`src/rtl/mips_ctrl_pkg.sv`:
```
// rtl/mips_ctrl_pkg.sv - shared opcodes, state encodings and control field encodings
package mips_ctrl_pkg;

    // Opcode field values (IR[31:26]) understood by the controller
    localparam logic [5:0] OP_RTYPE = 6'd0;
    localparam logic [5:0] OP_J     = 6'd2;
    localparam logic [5:0] OP_BEQ   = 6'd4;
    localparam logic [5:0] OP_ADDI  = 6'd8;
    localparam logic [5:0] OP_LW    = 6'd35;
    localparam logic [5:0] OP_SW    = 6'd43;

    // FSM state encodings; these values are visible on state_o
    typedef enum logic [3:0] {
        S_FETCH    = 4'd0,
        S_DECODE   = 4'd1,
        S_MEM_ADDR = 4'd2,
        S_MEM_RD   = 4'd3,
        S_MEM_WB   = 4'd4,
        S_MEM_WR   = 4'd5,
        S_EXEC     = 4'd6,
        S_ALU_WB   = 4'd7,
        S_BRANCH   = 4'd8,
        S_JUMP     = 4'd9,
        S_ADDI_EX  = 4'd10,
        S_ADDI_WB  = 4'd11
    } state_t;

    // ALU operand B select
    localparam logic [1:0] SRCB_B       = 2'd0;
    localparam logic [1:0] SRCB_FOUR    = 2'd1;
    localparam logic [1:0] SRCB_IMM     = 2'd2;
    localparam logic [1:0] SRCB_IMM_SH2 = 2'd3;

    // ALU operation request (low two bits of alu_op)
    localparam logic [1:0] ALU_ADD   = 2'd0;
    localparam logic [1:0] ALU_SUB   = 2'd1;
    localparam logic [1:0] ALU_FUNCT = 2'd2;

    // PC source select
    localparam logic [1:0] PCSRC_ALU    = 2'd0;
    localparam logic [1:0] PCSRC_ALUOUT = 2'd1;
    localparam logic [1:0] PCSRC_JUMP   = 2'd2;

    // Instruction class resolved in DECODE
    typedef enum logic [2:0] {
        CLS_RTYPE   = 3'd0,
        CLS_LOAD    = 3'd1,
        CLS_STORE   = 3'd2,
        CLS_BRANCH  = 3'd3,
        CLS_JUMP    = 3'd4,
        CLS_ADDI    = 3'd5,
        CLS_ILLEGAL = 3'd6
    } op_class_t;

endpackage

```
`src/rtl/multicycle_control_if.sv`:
```
// rtl/multicycle_control_if.sv - controller <-> datapath/memory signal bundle
interface multicycle_control_if #(
    parameter int ALU_OP_W = 2
);
    logic [5:0]          opcode;
    logic                mem_ready;
    logic                pc_write;
    logic                pc_write_cond;
    logic                i_or_d;
    logic                mem_read;
    logic                mem_write;
    logic                ir_write;
    logic                mem_to_reg;
    logic                reg_dst;
    logic                reg_write;
    logic                alu_src_a;
    logic [1:0]          alu_src_b;
    logic [ALU_OP_W-1:0] alu_op;
    logic [1:0]          pc_source;
    logic                illegal_op;
    logic [3:0]          state_o;

    // Controller side
    modport master (
        input  opcode, mem_ready,
        output pc_write, pc_write_cond, i_or_d, mem_read, mem_write, ir_write,
               mem_to_reg, reg_dst, reg_write, alu_src_a, alu_src_b, alu_op,
               pc_source, illegal_op, state_o
    );

    // Datapath / memory side
    modport slave (
        output opcode, mem_ready,
        input  pc_write, pc_write_cond, i_or_d, mem_read, mem_write, ir_write,
               mem_to_reg, reg_dst, reg_write, alu_src_a, alu_src_b, alu_op,
               pc_source, illegal_op, state_o
    );
endinterface

```
`src/rtl/mc_opcode_class.sv`:
```
// rtl/mc_opcode_class.sv - opcode to instruction class decoder
module mc_opcode_class
    import mips_ctrl_pkg::*;
#(
    parameter bit ENABLE_ADDI = 1'b1,
    parameter bit ENABLE_JUMP = 1'b1
) (
    input  logic [5:0] opcode,
    output op_class_t  op_class,
    output logic       illegal
);

    // Map opcode to class; disabled optional opcodes fall into the illegal class
    always_comb begin
        op_class = CLS_ILLEGAL;
        case (opcode)
            OP_RTYPE: op_class = CLS_RTYPE;
            OP_LW:    op_class = CLS_LOAD;
            OP_SW:    op_class = CLS_STORE;
            OP_BEQ:   op_class = CLS_BRANCH;
            OP_J:     op_class = ENABLE_JUMP ? CLS_JUMP : CLS_ILLEGAL;
            OP_ADDI:  op_class = ENABLE_ADDI ? CLS_ADDI : CLS_ILLEGAL;
            default:  op_class = CLS_ILLEGAL;
        endcase
        illegal = (op_class == CLS_ILLEGAL);
    end

endmodule

```
`src/rtl/multicycle_control.sv`:
```
// rtl/multicycle_control.sv - multi-cycle MIPS main control FSM
module multicycle_control
    import mips_ctrl_pkg::*;
#(
    parameter bit MEM_HANDSHAKE = 1'b1,
    parameter bit ENABLE_ADDI   = 1'b1,
    parameter bit ENABLE_JUMP   = 1'b1,
    parameter int ALU_OP_W      = 2
) (
    input  logic                 clk,
    input  logic                 rst,
    multicycle_control_if.master bus
);

    state_t    state;
    state_t    state_next;
    op_class_t cls_dec;
    op_class_t cls_q;
    logic      illegal_dec;
    logic      ready;

    logic       pc_write;
    logic       pc_write_cond;
    logic       i_or_d;
    logic       mem_read;
    logic       mem_write;
    logic       ir_write;
    logic       mem_to_reg;
    logic       reg_dst;
    logic       reg_write;
    logic       alu_src_a;
    logic [1:0] alu_src_b;
    logic [1:0] alu_op;
    logic [1:0] pc_source;
    logic       illegal_op;

    // Without the handshake every memory access completes in one cycle
    assign ready = (MEM_HANDSHAKE == 1'b0) || bus.mem_ready;

    mc_opcode_class #(
        .ENABLE_ADDI (ENABLE_ADDI),
        .ENABLE_JUMP (ENABLE_JUMP)
    ) u_class (
        .opcode   (bus.opcode),
        .op_class (cls_dec),
        .illegal  (illegal_dec)
    );

    // State register; the class is latched in DECODE because IR may change later
    always_ff @(posedge clk) begin
        if (rst) begin
            state <= S_FETCH;
            cls_q <= CLS_ILLEGAL;
        end else begin
            state <= state_next;
            if (state == S_DECODE) begin
                cls_q <= cls_dec;
            end
        end
    end

    // Next-state sequencing; unknown encodings return to FETCH
    always_comb begin
        state_next = S_FETCH;
        case (state)
            S_FETCH:    state_next = ready ? S_DECODE : S_FETCH;
            S_DECODE: begin
                case (cls_dec)
                    CLS_RTYPE:  state_next = S_EXEC;
                    CLS_LOAD:   state_next = S_MEM_ADDR;
                    CLS_STORE:  state_next = S_MEM_ADDR;
                    CLS_BRANCH: state_next = S_BRANCH;
                    CLS_JUMP:   state_next = S_JUMP;
                    CLS_ADDI:   state_next = S_ADDI_EX;
                    default:    state_next = S_FETCH;
                endcase
            end
            S_MEM_ADDR: state_next = (cls_q == CLS_LOAD) ? S_MEM_RD : S_MEM_WR;
            S_MEM_RD:   state_next = ready ? S_MEM_WB : S_MEM_RD;
            S_MEM_WB:   state_next = S_FETCH;
            S_MEM_WR:   state_next = ready ? S_FETCH : S_MEM_WR;
            S_EXEC:     state_next = S_ALU_WB;
            S_ALU_WB:   state_next = S_FETCH;
            S_BRANCH:   state_next = S_FETCH;
            S_JUMP:     state_next = S_FETCH;
            S_ADDI_EX:  state_next = S_ADDI_WB;
            S_ADDI_WB:  state_next = S_FETCH;
            default:    state_next = S_FETCH;
        endcase
    end

    // Control decode from state; reset forces every output low immediately
    always_comb begin
        pc_write      = 1'b0;
        pc_write_cond = 1'b0;
        i_or_d        = 1'b0;
        mem_read      = 1'b0;
        mem_write     = 1'b0;
        ir_write      = 1'b0;
        mem_to_reg    = 1'b0;
        reg_dst       = 1'b0;
        reg_write     = 1'b0;
        alu_src_a     = 1'b0;
        alu_src_b     = SRCB_B;
        alu_op        = ALU_ADD;
        pc_source     = PCSRC_ALU;
        illegal_op    = 1'b0;
        if (!rst) begin
            case (state)
                S_DECODE: begin
                    alu_src_b  = SRCB_IMM_SH2;
                    illegal_op = illegal_dec;
                end
                S_MEM_ADDR: begin
                    alu_src_a = 1'b1;
                    alu_src_b = SRCB_IMM;
                end
                S_MEM_RD: begin
                    mem_read = 1'b1;
                    i_or_d   = 1'b1;
                end
                S_MEM_WB: begin
                    reg_write  = 1'b1;
                    mem_to_reg = 1'b1;
                end
                S_MEM_WR: begin
                    mem_write = 1'b1;
                    i_or_d    = 1'b1;
                end
                S_EXEC: begin
                    alu_src_a = 1'b1;
                    alu_op    = ALU_FUNCT;
                end
                S_ALU_WB: begin
                    reg_write = 1'b1;
                    reg_dst   = 1'b1;
                end
                S_BRANCH: begin
                    alu_src_a     = 1'b1;
                    alu_op        = ALU_SUB;
                    pc_write_cond = 1'b1;
                    pc_source     = PCSRC_ALUOUT;
                end
                S_JUMP: begin
                    pc_write  = 1'b1;
                    pc_source = PCSRC_JUMP;
                end
                S_ADDI_EX: begin
                    alu_src_a = 1'b1;
                    alu_src_b = SRCB_IMM;
                end
                S_ADDI_WB: begin
                    reg_write = 1'b1;
                end
                // FETCH and the unreachable encodings: PC+4 and instruction read
                default: begin
                    mem_read  = 1'b1;
                    alu_src_b = SRCB_FOUR;
                    pc_write  = ready;
                    ir_write  = ready;
                end
            endcase
        end
    end

    assign bus.pc_write      = pc_write;
    assign bus.pc_write_cond = pc_write_cond;
    assign bus.i_or_d        = i_or_d;
    assign bus.mem_read      = mem_read;
    assign bus.mem_write     = mem_write;
    assign bus.ir_write      = ir_write;
    assign bus.mem_to_reg    = mem_to_reg;
    assign bus.reg_dst       = reg_dst;
    assign bus.reg_write     = reg_write;
    assign bus.alu_src_a     = alu_src_a;
    assign bus.alu_src_b     = alu_src_b;
    assign bus.alu_op        = ALU_OP_W'(alu_op);
    assign bus.pc_source     = pc_source;
    assign bus.illegal_op    = illegal_op;
    assign bus.state_o       = rst ? 4'd0 : state;

endmodule

```
`src/flat_wrapper.sv`:
```
// flat-port wrapper written by rule: the top's interface ports become plain ports
module multicycle_control_flat import mips_ctrl_pkg::*;
#(
    parameter bit MEM_HANDSHAKE = 1'b1,
    parameter bit ENABLE_ADDI   = 1'b1,
    parameter bit ENABLE_JUMP   = 1'b1,
    parameter int ALU_OP_W      = 2
)
  (clk, rst, bus_opcode, bus_mem_ready, bus_pc_write, bus_pc_write_cond, bus_i_or_d, bus_mem_read, bus_mem_write, bus_ir_write, bus_mem_to_reg, bus_reg_dst, bus_reg_write, bus_alu_src_a, bus_alu_src_b, bus_alu_op, bus_pc_source, bus_illegal_op, bus_state_o);
  multicycle_control_if #(.ALU_OP_W(ALU_OP_W)) bus_i ();
  input  logic clk;
  input  logic rst;
  input wire logic [$bits(bus_i.opcode)-1:0] bus_opcode;
  input wire logic [$bits(bus_i.mem_ready)-1:0] bus_mem_ready;
  output wire logic [$bits(bus_i.pc_write)-1:0] bus_pc_write;
  output wire logic [$bits(bus_i.pc_write_cond)-1:0] bus_pc_write_cond;
  output wire logic [$bits(bus_i.i_or_d)-1:0] bus_i_or_d;
  output wire logic [$bits(bus_i.mem_read)-1:0] bus_mem_read;
  output wire logic [$bits(bus_i.mem_write)-1:0] bus_mem_write;
  output wire logic [$bits(bus_i.ir_write)-1:0] bus_ir_write;
  output wire logic [$bits(bus_i.mem_to_reg)-1:0] bus_mem_to_reg;
  output wire logic [$bits(bus_i.reg_dst)-1:0] bus_reg_dst;
  output wire logic [$bits(bus_i.reg_write)-1:0] bus_reg_write;
  output wire logic [$bits(bus_i.alu_src_a)-1:0] bus_alu_src_a;
  output wire logic [$bits(bus_i.alu_src_b)-1:0] bus_alu_src_b;
  output wire logic [$bits(bus_i.alu_op)-1:0] bus_alu_op;
  output wire logic [$bits(bus_i.pc_source)-1:0] bus_pc_source;
  output wire logic [$bits(bus_i.illegal_op)-1:0] bus_illegal_op;
  output wire logic [$bits(bus_i.state_o)-1:0] bus_state_o;
  assign bus_i.opcode = bus_opcode;
  assign bus_i.mem_ready = bus_mem_ready;
  assign bus_pc_write = bus_i.pc_write;
  assign bus_pc_write_cond = bus_i.pc_write_cond;
  assign bus_i_or_d = bus_i.i_or_d;
  assign bus_mem_read = bus_i.mem_read;
  assign bus_mem_write = bus_i.mem_write;
  assign bus_ir_write = bus_i.ir_write;
  assign bus_mem_to_reg = bus_i.mem_to_reg;
  assign bus_reg_dst = bus_i.reg_dst;
  assign bus_reg_write = bus_i.reg_write;
  assign bus_alu_src_a = bus_i.alu_src_a;
  assign bus_alu_src_b = bus_i.alu_src_b;
  assign bus_alu_op = bus_i.alu_op;
  assign bus_pc_source = bus_i.pc_source;
  assign bus_illegal_op = bus_i.illegal_op;
  assign bus_state_o = bus_i.state_o;
  multicycle_control #(.MEM_HANDSHAKE(MEM_HANDSHAKE), .ENABLE_ADDI(ENABLE_ADDI), .ENABLE_JUMP(ENABLE_JUMP), .ALU_OP_W(ALU_OP_W)) u_core (.clk(clk), .rst(rst), .bus(bus_i));
endmodule
```
`config.mk`:
```
export PLATFORM = sky130hd
export DESIGN_NAME = multicycle_control_flat
export DESIGN_NICKNAME = d
export VERILOG_FILES = /design/src/rtl/mips_ctrl_pkg.sv /design/src/rtl/multicycle_control_if.sv /design/src/rtl/mc_opcode_class.sv /design/src/rtl/multicycle_control.sv /design/src/flat_wrapper.sv
export SDC_FILE = /design/constraint.sdc
export NUM_CORES = 1
export LEC_CHECK = 0
export ABC_AREA = 1
export CAP_MARGIN = 10
export CELL_PAD_IN_SITES_DETAIL_PLACEMENT = 1
export CELL_PAD_IN_SITES_GLOBAL_PLACEMENT = 2
export CORE_MARGIN = 4
export CORE_UTILIZATION = 17
export DETAILED_ROUTE_END_ITERATION = 10
export GPL_TIMING_DRIVEN = 0
export HOLD_SLACK_MARGIN = 0.12
export PLACE_DENSITY_LB_ADDON = 0.15
export SYNTH_ARGS = -nofsm -noshare
export SYNTH_HDL_FRONTEND = slang
export SYNTH_SLANG_ARGS = --single-unit
```
`constraint.sdc`:
```
create_clock -name clk -period 1.1 [get_ports clk]
set_clock_uncertainty 0.05 [all_clocks]
set_input_delay 0.22 -clock clk [delete_from_list [all_inputs] [get_ports clk]]
set_output_delay 0.22 -clock clk [all_outputs]
set_load 0.03 [all_outputs]
```
==> results of run 1 <==
-- through the flow --
stage | cells | power, mW | setup slack, ns | hold slack (ns) | utilization
final | 244 | 1.071 | -0.5547 | 0.3055 | 0.4683
after CTS | 237 | 1.049 | -0.5500 | 0.2963 | 0.4357
after global routing | 244 | 1.131 | -0.6177 | 0.3195 | 0.4683
after detailed placement | 207 | 0.5789 | -1.369 | 0.4102 | 0.3239
after global placement | 207 | 0.5768 | -1.328 | 0.4031 | 0.3239
after floorplan | 129 | 0.4791 | -0.2461 | 0.3836 | -
-- kinds of logic (layout without fill, tap and decap cells) --
family                 after synthesis  count (layout)  synth area share
AO/OA/AOI/OAI                       19              19            0.1570
flip-flops                           7               7            0.1975
buffers and inverters               29              94            0.1623
AND/OR/NAND/NOR                     74              74            0.4832
-- routing by layer --
| layer | up-vias | track usage |
|---|---|---|
| met2 | 21 | 0.2525 |
| met3 | 0 | 0.02617 |
| met1 | 530 | 0.1399 |
| met5 | - | 0 |
| li1 | 535 | - |
| met4 | 0 | 0.01230 |
-- cell usage after synthesis, drive strengths merged --
cell type / count
a211oi: 1
a21oi: 12
a31oi: 1
buf: 2
clkbuf: 2
clkinv: 1
dfxtp: 7
inv: 24
nand2: 30
nand3: 8
nand4: 1
nor2: 28
nor3: 6
o211ai: 2
o21ai: 3
or3b: 1
-- area by class of cell --
| cell class | count | area, µm² | area share |
|---|---|---|---|
| buffer | 4 | 81.33 | 0.04310 |
| clock buffer | 4 | 45.04 | 0.02387 |
| inverter | 25 | 125.1 | 0.06631 |
| multi-input combinational | 93 | 835.8 | 0.4430 |
| sequential | 7 | 155.1 | 0.08223 |
| tap | 50 | 62.56 | 0.03316 |
| timing repair buffer | 61 | 581.8 | 0.3084 |
-- power breakdown --
part	switching (mW)	total (mW)	internal, mW
Clock	0.104	0.354	0.250
Sequential	0.0120	0.272	0.260
Combinational	0.244	0.444	0.200
Total	0.360	1.07	0.710
-- worst paths after layout --
kind	startpoint	endpoint	depth (start not counted)
hold / removal	rst	u_core.state[2]	3
hold reg to reg	u_core.cls_q[2]	u_core.cls_q[2]	2
setup reg to reg	u_core.state[3]	u_core.state[0]	9
setup / recovery	u_core.state[3]	bus_illegal_op	6
-- flip-flops by register name, summed over array words and instances, names as in the netlist --
register	count
u_core.cls_q	3
u_core.state	4
-- what timing repair did --
action	CTS	global route
resized for setup	234	22
setup buffers	26	8
endpoints found under the setup margin	28	28
pin swaps	27	12
-- worst max-delay path, delay by kind of cell, from the launching register on --
| kind | cells | cell delay (ns) |
|---|---|---|
| DFF | 1 | 0.39 |
| and+or+nand+nor | 3 | 0.48 |
| buffers and inverters | 3 | 0.29 |
==> results.cfg, run 1 <==
[outcome]
status = finished, violations left
failed_checks = negative setup slack

[floorplanning]
floorplan.initialDensity = 0.1761
io_pins = 30
die_h_um = 72.60
die_area_mm2 = 0.005271
die_x_um = 72.60
rows = 23
core_area_mm2 = 0.004029

[final_layout]
fin_area_mm2 = 0.001887
nFillCells = 470
nets = 204
syn_to_final_growth_pct = 166.0
antennaDiodeCount = 0
drive_gt1_frac = 0.7784
final_common_cell = buf_6
layout_common_cells = buf_6, buf_4, nor2_4, nand2_1, nand2_2

[global_route]
grt_pass1_wl_um = 5313
grt_pass1_vias = 1169
antenna_found_initial = 0
grt_use_total = 0.1267
grt_max_degree = 11
gr-total-overflow = 0

[yosys]
synthTopCellsByArea = dfxtp_1, nand2_1, nor2_1
synth_top_area_share = 0.1975
avgSynthCellArea_um2 = 5.499
yosys_warnings = 0
syn_inst = 129
ys_types = 25
synth.cell_area_um2 = 709.4
post-synth-top-area-cell = dfxtp_1
syn-num-nets = 138
synth_seq_cells = 7
synth-seq-area-share = 0.1975

[sta]
slew_headroom = 0.8531
rsz0062_at_grt = yes
fin_crit_ns = 1.655
tightest_slew_ns = 0.2196
finalSetupViolCount = 28
fmax_mhz = 604.3
slew_viol_final = 0
fin_crit_sh = 1.504
final.setup.tns_ns = -9.961
setup_slack_ns = -0.5547
hold_viol = 0

[setup_path]
r2r_slack_ns = -0.29
crit_chain = nor2_4 -> inv_4 -> nor2_4 -> inv_4 -> nor3_4 -> buf_6
cp_max_fo = 5
critPathCaptureType = output pin
cp-start-kind = flop
arrival_ns = 1.38
path_class = reg -> out
critPathMaxStageDelay_ns = 0.39
crit_slowest_cell = dfxtp_4
crit_required_ns = 0.83

[detailed_routing]
wl_met2_um = 1919
vias = 1086
top_layer = met3
route.detailed.drc = 0
drt-wirelength-per-cell_um = 13.78
vias_per_cell = 4.451
drt-met1-wl_um = 1306
wl_met3_um = 137
wl_um = 3362
ant_nets = 0
dr.pass1.iters = 3
dr.first_iter.drc_count = 14

[cts]
clkTransAtPathRegs_ns = 0.04
clock_sinks = 7
cts_max_level = 1
tritoncts = done
holdBufCountCts = 0
clock_latency_ns = 0.22
clk_path_buf_depth = 2
cts_root_buf = clkbuf_8
cts_buffers = 3

[placed_design]
portBuffers = 28
place.gp.congestion = 0.7766
placed_area_mm2 = 0.001305
dpl.hpwl_um = 2223

[run]
maxCapViolations = 0

[min_path]
hold_path_class = in -> reg

[power_and_ir_drop]
p_leak_nw = 0.8213
power-per-cell-area_mw_per_mm2 = 567.4
ir_worst_vdd_v = 0.0006576
Note: power is estimated with default switching activity, not from simulation.
==> run 2: changes to the inputs <==
- REMOVE_ABC_BUFFERS: default -> 1
==> results.cfg, run 2 (synthesized netlist as in run 1, its figures left out) <==
[power_and_ir_drop]
p_leak_nw = 0.6249
ir_worst_vdd_v = 0.0006571
power-per-cell-area_mw_per_mm2 = 703.3
power_mw = 0.9082

[sta]
rsz0062_at_grt = yes
hold_viol = 0
slew_headroom = 0.7952
slew_viol_final = 0
fin_crit_ns = 1.617
tightest_slew_ns = 0.3073
finalSetupViolCount = 28
final.setup.tns_ns = -9.931
hold_ws_ns = 0.3336
setup_slack_ns = -0.5169
fin_crit_sh = 1.470
fmax_mhz = 618.5

[min_path]
hold_path_class = in -> reg

[setup_path]
r2r_slack_ns = -0.46
critPathCaptureType = output pin
r2r_cells = 11
crit_required_ns = 0.83
cp_max_fo = 4
crit_start = u_core.state[2]
arrival_ns = 1.35
r2r-end = u_core.state[0]
crit_path_end = bus_illegal_op
path_class = reg -> out
r2r-start = u_core.state[2]
cp-start-kind = flop

[final_layout]
drive_gt1_frac = 0.5057
nets = 184
syn_to_final_growth_pct = 82.01
final_common_cell = buf_4
fin_area_mm2 = 0.001291
largest_register_ffs = 4
max_flop_register = u_core.state
top_regs = u_core.state x4, u_core.cls_q x3
antennaDiodeCount = 0
layout_common_cells = buf_4, nand2_1, nor2_1, inv_1, a21oi_1

[cts]
cts_buffers = 3
tritoncts = done
cts_max_level = 1
cts_root_buf = clkbuf_8
clock_latency_ns = 0.22
clk_path_buf_depth = 2
clkTransAtPathRegs_ns = 0.04
clock_sinks = 7

[detailed_routing]
dr.pass1.iters = 2
wl_um = 2669
route.detailed.drc = 0
vias = 962
vias_per_cell = 4.295
drt-wirelength-per-cell_um = 11.92
dr.first_iter.drc_count = 25
ant_nets = 0

[global_route]
gr-total-overflow = 0
grt_use_total = 0.09929
grtUsageMet3 = 0.02479
grtUsageMet1 = 0.1196
antenna_found_initial = 0
met2_usage = 0.1814
grt_pass1_wl_um = 4215
grt_pass1_vias = 979
grt_max_degree = 28
top_usage_layer = met2

[floorplanning]
die_h_um = 72.60
floorplan.initialDensity = 0.1761
rows = 23
core_area_mm2 = 0.004029
die_area_mm2 = 0.005271
io_pins = 30
die_x_um = 72.60

[placed_design]
placed_area_mm2 = 0.001042
place.gp.congestion = 0.7204
dpl.hpwl_um = 1964
portBuffers = 29

[run]
maxCapViolations = 0

[outcome]
status = finished, violations left
failed_checks = negative setup slack
==> run 2: changes by cell type in the layout (fill, tap and decap cells not counted), moves of 5 or more <==
cell | previous run | this run
inv_1 | 9 | 14
a21oi_1 | 2 | 9
a21oi_4 | 5 | 0
nor2_1 | 6 | 18
nor2_4 | 18 | 6
nand2_1 | 12 | 20
nand2_2 | 10 | 5
buf_6 | 30 | 6
==> run 2: critical path, cell delays in order (launching register included) <==
cell and delay [ns]:
dfxtp_4 0.37, nor2_4 0.12, inv_2 0.06, nor2_4 0.15
inv_2 0.08, nor3_2 0.16, buf_4 0.18
==> run 2: cell type report <==
| type | instances | area, µm² |
|---|---|---|
| fillers | 537 | 2738 |
| multi-input cells | 93 | 556.8 |
| repair buffers | 45 | 364.1 |
| flip-flops and latches | 7 | 155.1 |
| inverters | 25 | 107.6 |
| well taps | 50 | 62.56 |
| clock buffers | 4 | 45.04 |
==> run 2: worst min path at each step <==
| stage | to | cells after the start | slack [ns] | from |
|---|---|---|---|---|
| CTS | u_core.state[3] | 2 | 0.33 | rst |
| finish | u_core.state[3] | 2 | 0.33 | rst |
| global placement | u_core.cls_q[2] | 2 | 0.40 | u_core.cls_q[2] |
| global route | u_core.state[3] | 2 | 0.35 | rst |
| detailed placement | u_core.cls_q[1] | 2 | 0.42 | u_core.cls_q[1] |
| floorplan | u_core.state[0] | 1 | 0.24 | rst |
==> run 2: metrics by stage <==
stage               cells  utilization  worst slack [ns]
global route          224       0.3205           -0.5871
detailed placement    204       0.2587            -1.571
finish                224       0.3205           -0.5169
CTS                   219       0.2966           -0.5214
floorplan             125            -            -1.012
global placement      204       0.2587            -1.549
==> run 2: where the power goes <==
part	switching (mW)	internal [mW]	leakage [nW]	total, mW
logic	0.169	0.115	0.542	0.284
clock network	0.102	0.250	0.0228	0.352
registers	0.0114	0.260	0.0602	0.272
total	0.282	0.626	0.625	0.908
==> run 2: routing by layer <==
| metal | up-vias | wire, µm |
|---|---|---|
| met1 | 446 | 1159 |
| met5 | - | 0 |
| met3 | 0 | 137 |
| met4 | 0 | 0 |
| li1 | 498 | - |
| met2 | 18 | 1372 |
==> run 2: what timing repair did <==
item	CTS	global route
endpoints found under the hold margin	0	0
hold buffers	0	0
gates resized for setup	182	22
pin swaps	14	6
setup endpoints to repair	28	28
buffers inserted	11	5
